`src/rtl/fetch_stage_if.sv`:
```
`default_nettype none
// ============================================================================
//  Module   : fetch_stage_if
//  Purpose  : Bundles the fetch stage's instruction-memory port, the redirect
//             controls coming back from decode, and the IF/ID register outputs.
//             master = fetch stage, slave = memory/decode side.
//  Revision : 1.0  initial release
// ============================================================================
interface fetch_stage_if;
  logic [31:0] imem_addr;
  logic [31:0] imem_rdata;
  logic        stall;
  logic        jump_en;
  logic        jr_en;
  logic [31:0] jr_target;
  logic        branch_taken;
  logic        ifid_valid;
  logic [31:0] ifid_inst;
  logic [31:0] ifid_pcplus4;
  logic        halted;

  modport master (
    output imem_addr,
    input  imem_rdata,
    input  stall,
    input  jump_en,
    input  jr_en,
    input  jr_target,
    input  branch_taken,
    output ifid_valid,
    output ifid_inst,
    output ifid_pcplus4,
    output halted
  );

  modport slave (
    input  imem_addr,
    output imem_rdata,
    output stall,
    output jump_en,
    output jr_en,
    output jr_target,
    output branch_taken,
    input  ifid_valid,
    input  ifid_inst,
    input  ifid_pcplus4,
    input  halted
  );
endinterface
`default_nettype wire

```
`src/rtl/fetch_stage.sv`:
```
`default_nettype none
// ============================================================================
//  Module   : fetch_stage
//  Purpose  : MIPS instruction-fetch stage. Owns the PC, drives the
//             instruction-memory address, applies JR/J/branch redirects
//             resolved in decode, and fills the IF/ID pipeline register.
//             Fetch stops on an all-zero word when HALT_ON_ZERO is set.
//  Config   : define FETCH_TRACE_EN to print a per-fetch trace line and a
//             message on entering HALT (simulation only, no port/timing change).
//  Revision : 1.0  initial release
// ============================================================================
module fetch_stage #(
  parameter logic [31:0] RESET_PC     = 32'h0040_0000,
  parameter bit          HALT_ON_ZERO = 1'b1
) (
  input  wire logic      clock,
  input  wire logic      reset,
  fetch_stage_if.master  bus
);

  localparam logic [0:0] S_RUN  = 1'b0;
  localparam logic [0:0] S_HALT = 1'b1;

  logic [31:0] r_pc;
  logic        r_valid;
  logic [31:0] r_inst;
  logic [31:0] r_pcplus4;
  logic [0:0]  r_state;

  logic [31:0] w_pcplus4;
  logic [31:0] w_jr_target;
  logic [31:0] w_j_target;
  logic [31:0] w_br_target;
  logic [31:0] w_target;
  logic        w_redirect;
  logic        w_zero_halt;
  logic        w_advance;
  logic        w_unused_jr_lsbs;

  // Next sequential PC and the three candidate redirect targets.
  assign w_pcplus4   = r_pc + 32'd4;
  assign w_jr_target = {bus.jr_target[31:2], 2'b00};
  assign w_j_target  = {r_pcplus4[31:28], r_inst[25:0], 2'b00};
  assign w_br_target = r_pcplus4 + {{14{r_inst[15]}}, r_inst[15:0], 2'b00};

  // JR low bits are simply dropped; there is no alignment fault.
  assign w_unused_jr_lsbs = |bus.jr_target[1:0];

  // Redirects only count when IF/ID holds a real instruction, so the
  // bubble that follows a redirect can never redirect again.
  assign w_redirect  = r_valid & (bus.jr_en | bus.jump_en | bus.branch_taken);
  assign w_zero_halt = HALT_ON_ZERO && (bus.imem_rdata == 32'h0);
  assign w_advance   = (r_state == S_RUN) && !bus.stall;

  // Priority JR > J/JAL > taken branch.
  always_comb begin
    w_target = w_br_target;
    if (bus.jr_en)
      w_target = w_jr_target;
    else if (bus.jump_en)
      w_target = w_j_target;
  end

  // PC, IF/ID register and RUN/HALT state.
  always_ff @(posedge clock or posedge reset) begin
    if (reset) begin
      r_pc      <= RESET_PC;
      r_valid   <= 1'b0;
      r_inst    <= 32'h0;
      r_pcplus4 <= 32'h0;
      r_state   <= S_RUN;
    end else if (w_advance) begin
      if (w_redirect) begin
        // No delay slot: the word fetched this cycle is squashed.
        r_pc    <= w_target;
        r_valid <= 1'b0;
        r_inst  <= 32'h0;
      end else if (w_zero_halt) begin
        r_state <= S_HALT;
        r_valid <= 1'b0;
      end else begin
        r_inst    <= bus.imem_rdata;
        r_pcplus4 <= w_pcplus4;
        r_valid   <= 1'b1;
        r_pc      <= w_pcplus4;
      end
    end
  end

  assign bus.imem_addr    = r_pc;
  assign bus.ifid_valid   = r_valid;
  assign bus.ifid_inst    = r_inst;
  assign bus.ifid_pcplus4 = r_pcplus4;
  assign bus.halted       = (r_state == S_HALT);

`ifdef FETCH_TRACE_EN
  // Trace each fetch/redirect and the transition into HALT.
  always @(posedge clock) begin
    if (!reset && w_advance) begin
      if (w_redirect && bus.jr_en)
        $display("%0t fetch pc=%08h word=%08h JR", $time, r_pc, bus.imem_rdata);
      else if (w_redirect && bus.jump_en)
        $display("%0t fetch pc=%08h word=%08h J", $time, r_pc, bus.imem_rdata);
      else if (w_redirect)
        $display("%0t fetch pc=%08h word=%08h BR", $time, r_pc, bus.imem_rdata);
      else if (w_zero_halt)
        $display("fetch halted at %08h", r_pc);
      else
        $display("%0t fetch pc=%08h word=%08h SEQ", $time, r_pc, bus.imem_rdata);
    end
  end
`else
  // Trace disabled: no display logic compiled.
`endif

endmodule
`default_nettype wire

```
`src/flat_wrapper.sv`:
```
// flat-port wrapper written by rule: the top's interface ports become plain ports
module fetch_stage_flat 
#(
  parameter logic [31:0] RESET_PC     = 32'h0040_0000,
  parameter bit          HALT_ON_ZERO = 1'b1
)
  (clock, reset, bus_imem_addr, bus_imem_rdata, bus_stall, bus_jump_en, bus_jr_en, bus_jr_target, bus_branch_taken, bus_ifid_valid, bus_ifid_inst, bus_ifid_pcplus4, bus_halted);
  fetch_stage_if bus_i ();
  input  wire logic clock;
  input  wire logic reset;
  output wire logic [$bits(bus_i.imem_addr)-1:0] bus_imem_addr;
  input wire logic [$bits(bus_i.imem_rdata)-1:0] bus_imem_rdata;
  input wire logic [$bits(bus_i.stall)-1:0] bus_stall;
  input wire logic [$bits(bus_i.jump_en)-1:0] bus_jump_en;
  input wire logic [$bits(bus_i.jr_en)-1:0] bus_jr_en;
  input wire logic [$bits(bus_i.jr_target)-1:0] bus_jr_target;
  input wire logic [$bits(bus_i.branch_taken)-1:0] bus_branch_taken;
  output wire logic [$bits(bus_i.ifid_valid)-1:0] bus_ifid_valid;
  output wire logic [$bits(bus_i.ifid_inst)-1:0] bus_ifid_inst;
  output wire logic [$bits(bus_i.ifid_pcplus4)-1:0] bus_ifid_pcplus4;
  output wire logic [$bits(bus_i.halted)-1:0] bus_halted;
  assign bus_imem_addr = bus_i.imem_addr;
  assign bus_i.imem_rdata = bus_imem_rdata;
  assign bus_i.stall = bus_stall;
  assign bus_i.jump_en = bus_jump_en;
  assign bus_i.jr_en = bus_jr_en;
  assign bus_i.jr_target = bus_jr_target;
  assign bus_i.branch_taken = bus_branch_taken;
  assign bus_ifid_valid = bus_i.ifid_valid;
  assign bus_ifid_inst = bus_i.ifid_inst;
  assign bus_ifid_pcplus4 = bus_i.ifid_pcplus4;
  assign bus_halted = bus_i.halted;
  fetch_stage #(.RESET_PC(RESET_PC), .HALT_ON_ZERO(HALT_ON_ZERO)) u_core (.clock(clock), .reset(reset), .bus(bus_i));
endmodule
```
`config.mk`:
```
export PLATFORM = sky130hd
export DESIGN_NAME = fetch_stage_flat
export DESIGN_NICKNAME = d
export VERILOG_FILES = /design/src/rtl/fetch_stage_if.sv /design/src/rtl/fetch_stage.sv /design/src/flat_wrapper.sv
export SDC_FILE = /design/constraint.sdc
export NUM_CORES = 1
export LEC_CHECK = 0
export CORE_MARGIN = 2
export CORE_UTILIZATION = 46
export DETAILED_ROUTE_END_ITERATION = 8
export PLACE_DENSITY = 0.78
export SLEW_MARGIN = 0
export SYNTH_ARGS = -nofsm -noshare
export SYNTH_HDL_FRONTEND = slang
export SYNTH_SLANG_ARGS = --single-unit
```
`constraint.sdc`:
```
create_clock -name clock -period 3.3 [get_ports clock]
set_clock_uncertainty 0.1 [all_clocks]
set_input_delay 0.495 -clock clock [delete_from_list [all_inputs] [get_ports clock]]
set_output_delay 0.495 -clock clock [all_outputs]
set_load 0.01 [all_outputs]
```
* Word-level counts from Yosys, hierarchy flattened
Cells that the tools add are included.
** Storage, ports and cells
- Flip-flop bits (word level) :: 98
- Input bits :: 70
- Output and inout port bits :: 98
** Cells by class
- $add $sub $neg :: 2
- Equality and inequality tests :: 1
- Muxes and demuxes :: 8
- Bitwise operators :: 6
- Reduce and logical (&&, ||, !) cells :: 6
** Operators with widths (count)
- $mux 32 :: 6
- $add 32x3->32 const B :: 1
- $add 32x32->32 :: 1
- $logic_not 32->1 :: 1
- $reduce_and 3->1 :: 2
- $not 1->1 :: 3
- $mux 1 :: 2
- $ne 2x1->1 const B :: 1
- $or 1x1->1 :: 2
- $reduce_and 2->1 :: 1
- $and 1x1->1 :: 1
- $logic_and 1x1->1 :: 1
- $logic_not 1->1 :: 1

* Longest topological paths before layout
Gate-level depths: netlist of run 1.
- Depth in word-level cells :: 5
- Depth in mapped cells :: 10

* Least setup slack after synthesis of run 1
OpenSTA, ideal clock, no wires.
- Path type :: register -> register
- From :: register u_core.r_pcplus4[2] (netlist: u_core.bus.ifid_pcplus4[2])
- To :: register u_core.r_pc[28] (netlist: u_core.bus.imem_addr[28])
- Arrival :: 2581 ps
- Required time :: 3090 ps
- Slack :: 509 ps
- Cell stages (with the launch flop) :: 11
- Period minus slack after synthesis :: 2791 ps
- Cells stage by stage :: dfrtp_1 -> ha_1 -> fa_1 -> a21o_1 -> a31oi_1 -> o41ai_1 -> a211o_1 -> a21oi_1 -> o31ai_2 -> mux2i_1 -> o41ai_1
** Between the ends
- Word-level cells in the longest chain between the ends :: 4
** Ends and longest elaborated chain
- from (decl) :: RTL line fetch_stage.sv:27 : logic [31:0] r_pcplus4;
- from (signal assigned) :: RTL line fetch_stage.sv:83 : r_pcplus4 <= w_pcplus4;
- $add 32x32->32 :: RTL line fetch_stage.sv:44 : assign w_br_target = r_pcplus4 + {{14{r_inst[15]}}, r_inst[15:0], 2'b00};
- $mux 32 :: RTL line fetch_stage.sv:60 : else if (bus.jump_en)
- $mux 32 :: RTL line fetch_stage.sv:58 : if (bus.jr_en)
- $mux 32 :: RTL line fetch_stage.sv:73 : if (w_redirect) begin
- to (signal assigned) :: RTL line fetch_stage.sv:75 : r_pc <= w_target;
- to (signal assigned) :: RTL line fetch_stage.sv:85 : r_pc <= w_pcplus4;
- to (decl) :: RTL line fetch_stage.sv:24 : logic [31:0] r_pc;
Every way passes these cells.
A chain may end at the register's enable or synchronous reset.

* Worst setup path in the final report of run 1
- From :: register u_core.r_pcplus4[2] (netlist: u_core.bus.ifid_pcplus4[2])
- To :: register u_core.r_pc[18] (netlist: u_core.bus.imem_addr[18])
Same word-level chain as after synthesis.

==> qor.yml, run 1 <==
num_vias: 7298
wl_met3_mm: 2.06
place.gp.congestion: 0.971
p_comb_share_pct: 23.1
crit_buf_inv: 1
status: "complete, no violations"
required_ns: 3.46
dp.cells: 1217
maxCapViolCount: 0
min_path_type: "reg2reg"
yosysTopAreaCell: "dfrtp_1"
synth_seq_cells: 98
fmax_ghz: 0.321
grtUsageTotal_pct: 29.3
syn_area_per_cell_um2: 7.85
drc_errors: 0
wl_mm: 23.5
ys_top_cells_by_area: "dfrtp_1 (35%), nand2_1 (9.7%), o21ai_0 (8.7%)"
synth_seq_area_share_pct: 35.3
drv_slew: 0
yosys_warnings: 0
grt_overflow: 0
hold_start: "u_core.bus.ifid_inst[27]"
p_int_mw: 2.18
clock-sinks: 98
finalSetupViolCount: 0
coreArea_um2: 14600
start_util_pct: 47.5
fin_crit_sh_pct: 94.5
cp-start-kind: "flip-flop"
worstPathCellList: "ha_1, fa_1, a21o_1, a31oi_1, buf_4, nor3_1, or2_2, a31oi_1, xor2_1, o21ai_0, a31o_2"
num_io_pins: 168
die_y_um: 127
worst_slew_pin_slew_ns: 0.538
drt_iter0_markers: 756
period_minus_slack_ns: 3.12
cts_tree: "yes"
synth.distinct_cells: 72
setup-tns-final_ns: 0
cts-buffers-inserted: 9
max_slew_margin_pct: 64.1
crit_path_max_fanout: 3
n_antenna_cell: 0
p_leak_nw: 3.93
syn-cell-area_um2: 6950
drt-wirelength-per-cell_um: 19.1
synth-main-ff-cell: "dfrtp_1"
seq_power_share_pct: 42.5
cp_common_cell: "a31oi_1"
final_cells: 1234
dp_hpwl_mm: 17.7
reg2reg_depth: 11
h-tree-depth: 3
hold_viol: 0
max_stage_delay_ns: 0.41
power.density_nw_per_um2: 334
synth_top_cell_area_share_pct: 34.9
drt_first_pass_iters: 7
drive_gt1_share_pct: 6.95
async_flop_share_pct: 100
ant_nets: 0
num-nets-final: 1146
synthCells: 886
synth_edf_count: 0
dieArea_um2: 16100
max-vdd-ir-drop_mv: 0.272
dr_wl_met2_mm: 10.6
wl_met1_mm: 10.4
end_kind: "flip-flop"
criticalPathCategory: "reg2reg"
worstSkewPairLatency_ns: 0.36
whs_path_depth: 2
crit_family: "compound AO/OA/AOI/OAI gates"
die_w_um: 127
r2r-end: "u_core.bus.imem_addr[18]"
clkPwrFrac_pct: 34.4
crit_arrival_ns: 3.28
antenna_found_initial: 0
reg2reg_slack_ns: 0.18
p_sw_mw: 0.907
synth_nets: 987
syn2layout_area_growth_pct: 32.9
cts_buffer_depth: 2
grt_pass1_vias: 6812
clk_pin_slew_ns: 0.07
hold_path_end: "u_core.bus.ifid_inst[27]"
avgViaCountPerCell: 5.91
rsz0062_at_grt: "false"
slowest_stage: "fa_1"
rows: 44
grt_pass1_wl_mm: 37.1
cts_root_buf: "clkbuf_16"
p_sw_share_pct: 29.4
place.port_buffers: 165
grt_max_degree: 51
dr.max_layer_used: "met4"
worstReg2RegStart: "u_core.bus.ifid_pcplus4[2]"
## cell usage in the layout, fill, tap and decap left out, types with 10 or more instances in the layout
cell type          n
xnor2_1           32
a31oi_1           14
nor3_1            12
a21oi_1           55
inv_1             10
and3_1            14
clkdlybuf4s50_1  164
ha_1              30
o21ai_0          120
buf_4             34
xor2_1            18
nand2_1          179
dfrtp_1           97
nand4_1           12
a21o_1            11
nor2_1            58
o211ai_1          10
nand3_1           29
## synth_stat cells (4+ instances only)
master    instances
and2_1            6
nor2_1           58
nor3_1           12
or3_1             4
buf_1             8
a31oi_1          14
dfrtp_1          97
nand3_1          29
ha_1             30
or2_2             5
a211oi_1          6
o22ai_1           7
a21oi_1          56
a21o_1           11
nand2_1         179
o21ai_1           4
mux2i_1           6
nand2b_1          9
a211o_1           4
nor4_1            9
o211ai_1         10
clkbuf_1         34
nand4_1          12
xor2_1           18
buf_2             9
o21ai_0         121
o31ai_1           7
a221oi_1          4
inv_1            11
xnor2_1          32
and3_1           14
## through the flow
stage / instance area (um^2) / utilization [%] / setup slack (ns) / hold WS (ns) / power (mW)
global route: 9240 / 63.1 / 0.0151 / 0.426 / 3.21
global placement: 8950 / 61.1 / 0.188 / 0.361 / 2.02
floorplan: 6950 / - / 0.145 / 0.362 / 1.70
CTS: 9230 / 63.0 / 0.130 / 0.402 / 3.08
detailed placement: 8950 / 61.1 / 0.122 / 0.382 / 2.03
finish: 9240 / 63.1 / 0.181 / 0.401 / 3.08
## power by group through the flow
stage / registers [mW] / logic (mW) / clock network, mW
5_1_grt: 1.32 / 0.775 / 1.11
2_1_floorplan: 1.34 / 0.362 / 0
6_report: 1.31 / 0.713 / 1.06
3_5_place_dp: 1.33 / 0.698 / 0
4_1_cts: 1.31 / 0.704 / 1.06
3_3_place_gp: 1.33 / 0.689 / 0
## cell type report
class / instances / area (um^2)
fillers: 1275 / 5400
multi-input cells: 722 / 4250
flip-flops and latches: 98 / 2450
repair buffers: 203 / 1980
clock buffers: 15 / 248
well taps: 184 / 230
inverters: 11 / 43.8
clock inverters: 1 / 30.0
## metal layers
metal,up-vias,track usage (%)
li1,3486,-
met1,3435,41.1
met2,336,44.8
met3,41,6.71
met4,0,9.70
met5,-,0
## cells by family after synthesis
group | after synthesis | synth area share [%]
compound gates | 279 | 24.1
xor+xnor | 50 | 6.30
fa+ha+maj | 31 | 5.69
buf+inv | 66 | 3.90
flops | 98 | 35.3
mux | 9 | 1.51
simple gates | 353 | 23.2
## worst max-delay path by stage
stage,depth (start not counted),endpoint,start,slack [ns]
CTS,11,u_core.bus.imem_addr[14],u_core.bus.ifid_pcplus4[2],0.13
detailed placement,7,u_core.bus.ifid_inst[30],bus_imem_rdata[3],0.12
finish,11,u_core.bus.imem_addr[18],u_core.bus.ifid_pcplus4[2],0.18
global placement,7,u_core.bus.ifid_inst[18],bus_imem_rdata[3],0.19
global route,11,u_core.bus.imem_addr[14],u_core.bus.ifid_pcplus4[2],0.02
floorplan,1,u_core.bus.halted,reset,0.14
## timing repair
item	in CTS	in global routing
buffers inserted	0	1
endpoints found under the setup margin	0	2
gates resized for setup	0	3
hold buffers	0	0
## worst min-delay path, cell delays in order (launching register included)
cell     delay, ns
dfrtp_1       0.36
nand2_1       0.05
o21ai_0       0.06
## registers in the layout, indices dropped and copies added, names as in the netlist
signal / count
u_core.bus.ifid_valid: 1
u_core.bus.halted: 1
u_core.bus.imem_addr: 32
u_core.bus.ifid_inst: 32
u_core.bus.ifid_pcplus4: 32
Note: power is estimated with default switching activity, not from simulation.
==> run 2, diff against run 1 <==
SLEW_MARGIN = unset   (was 0)
==> results of run 2 <==
Same layout as run 1: the final DEF is identical, and so are final timing and power.
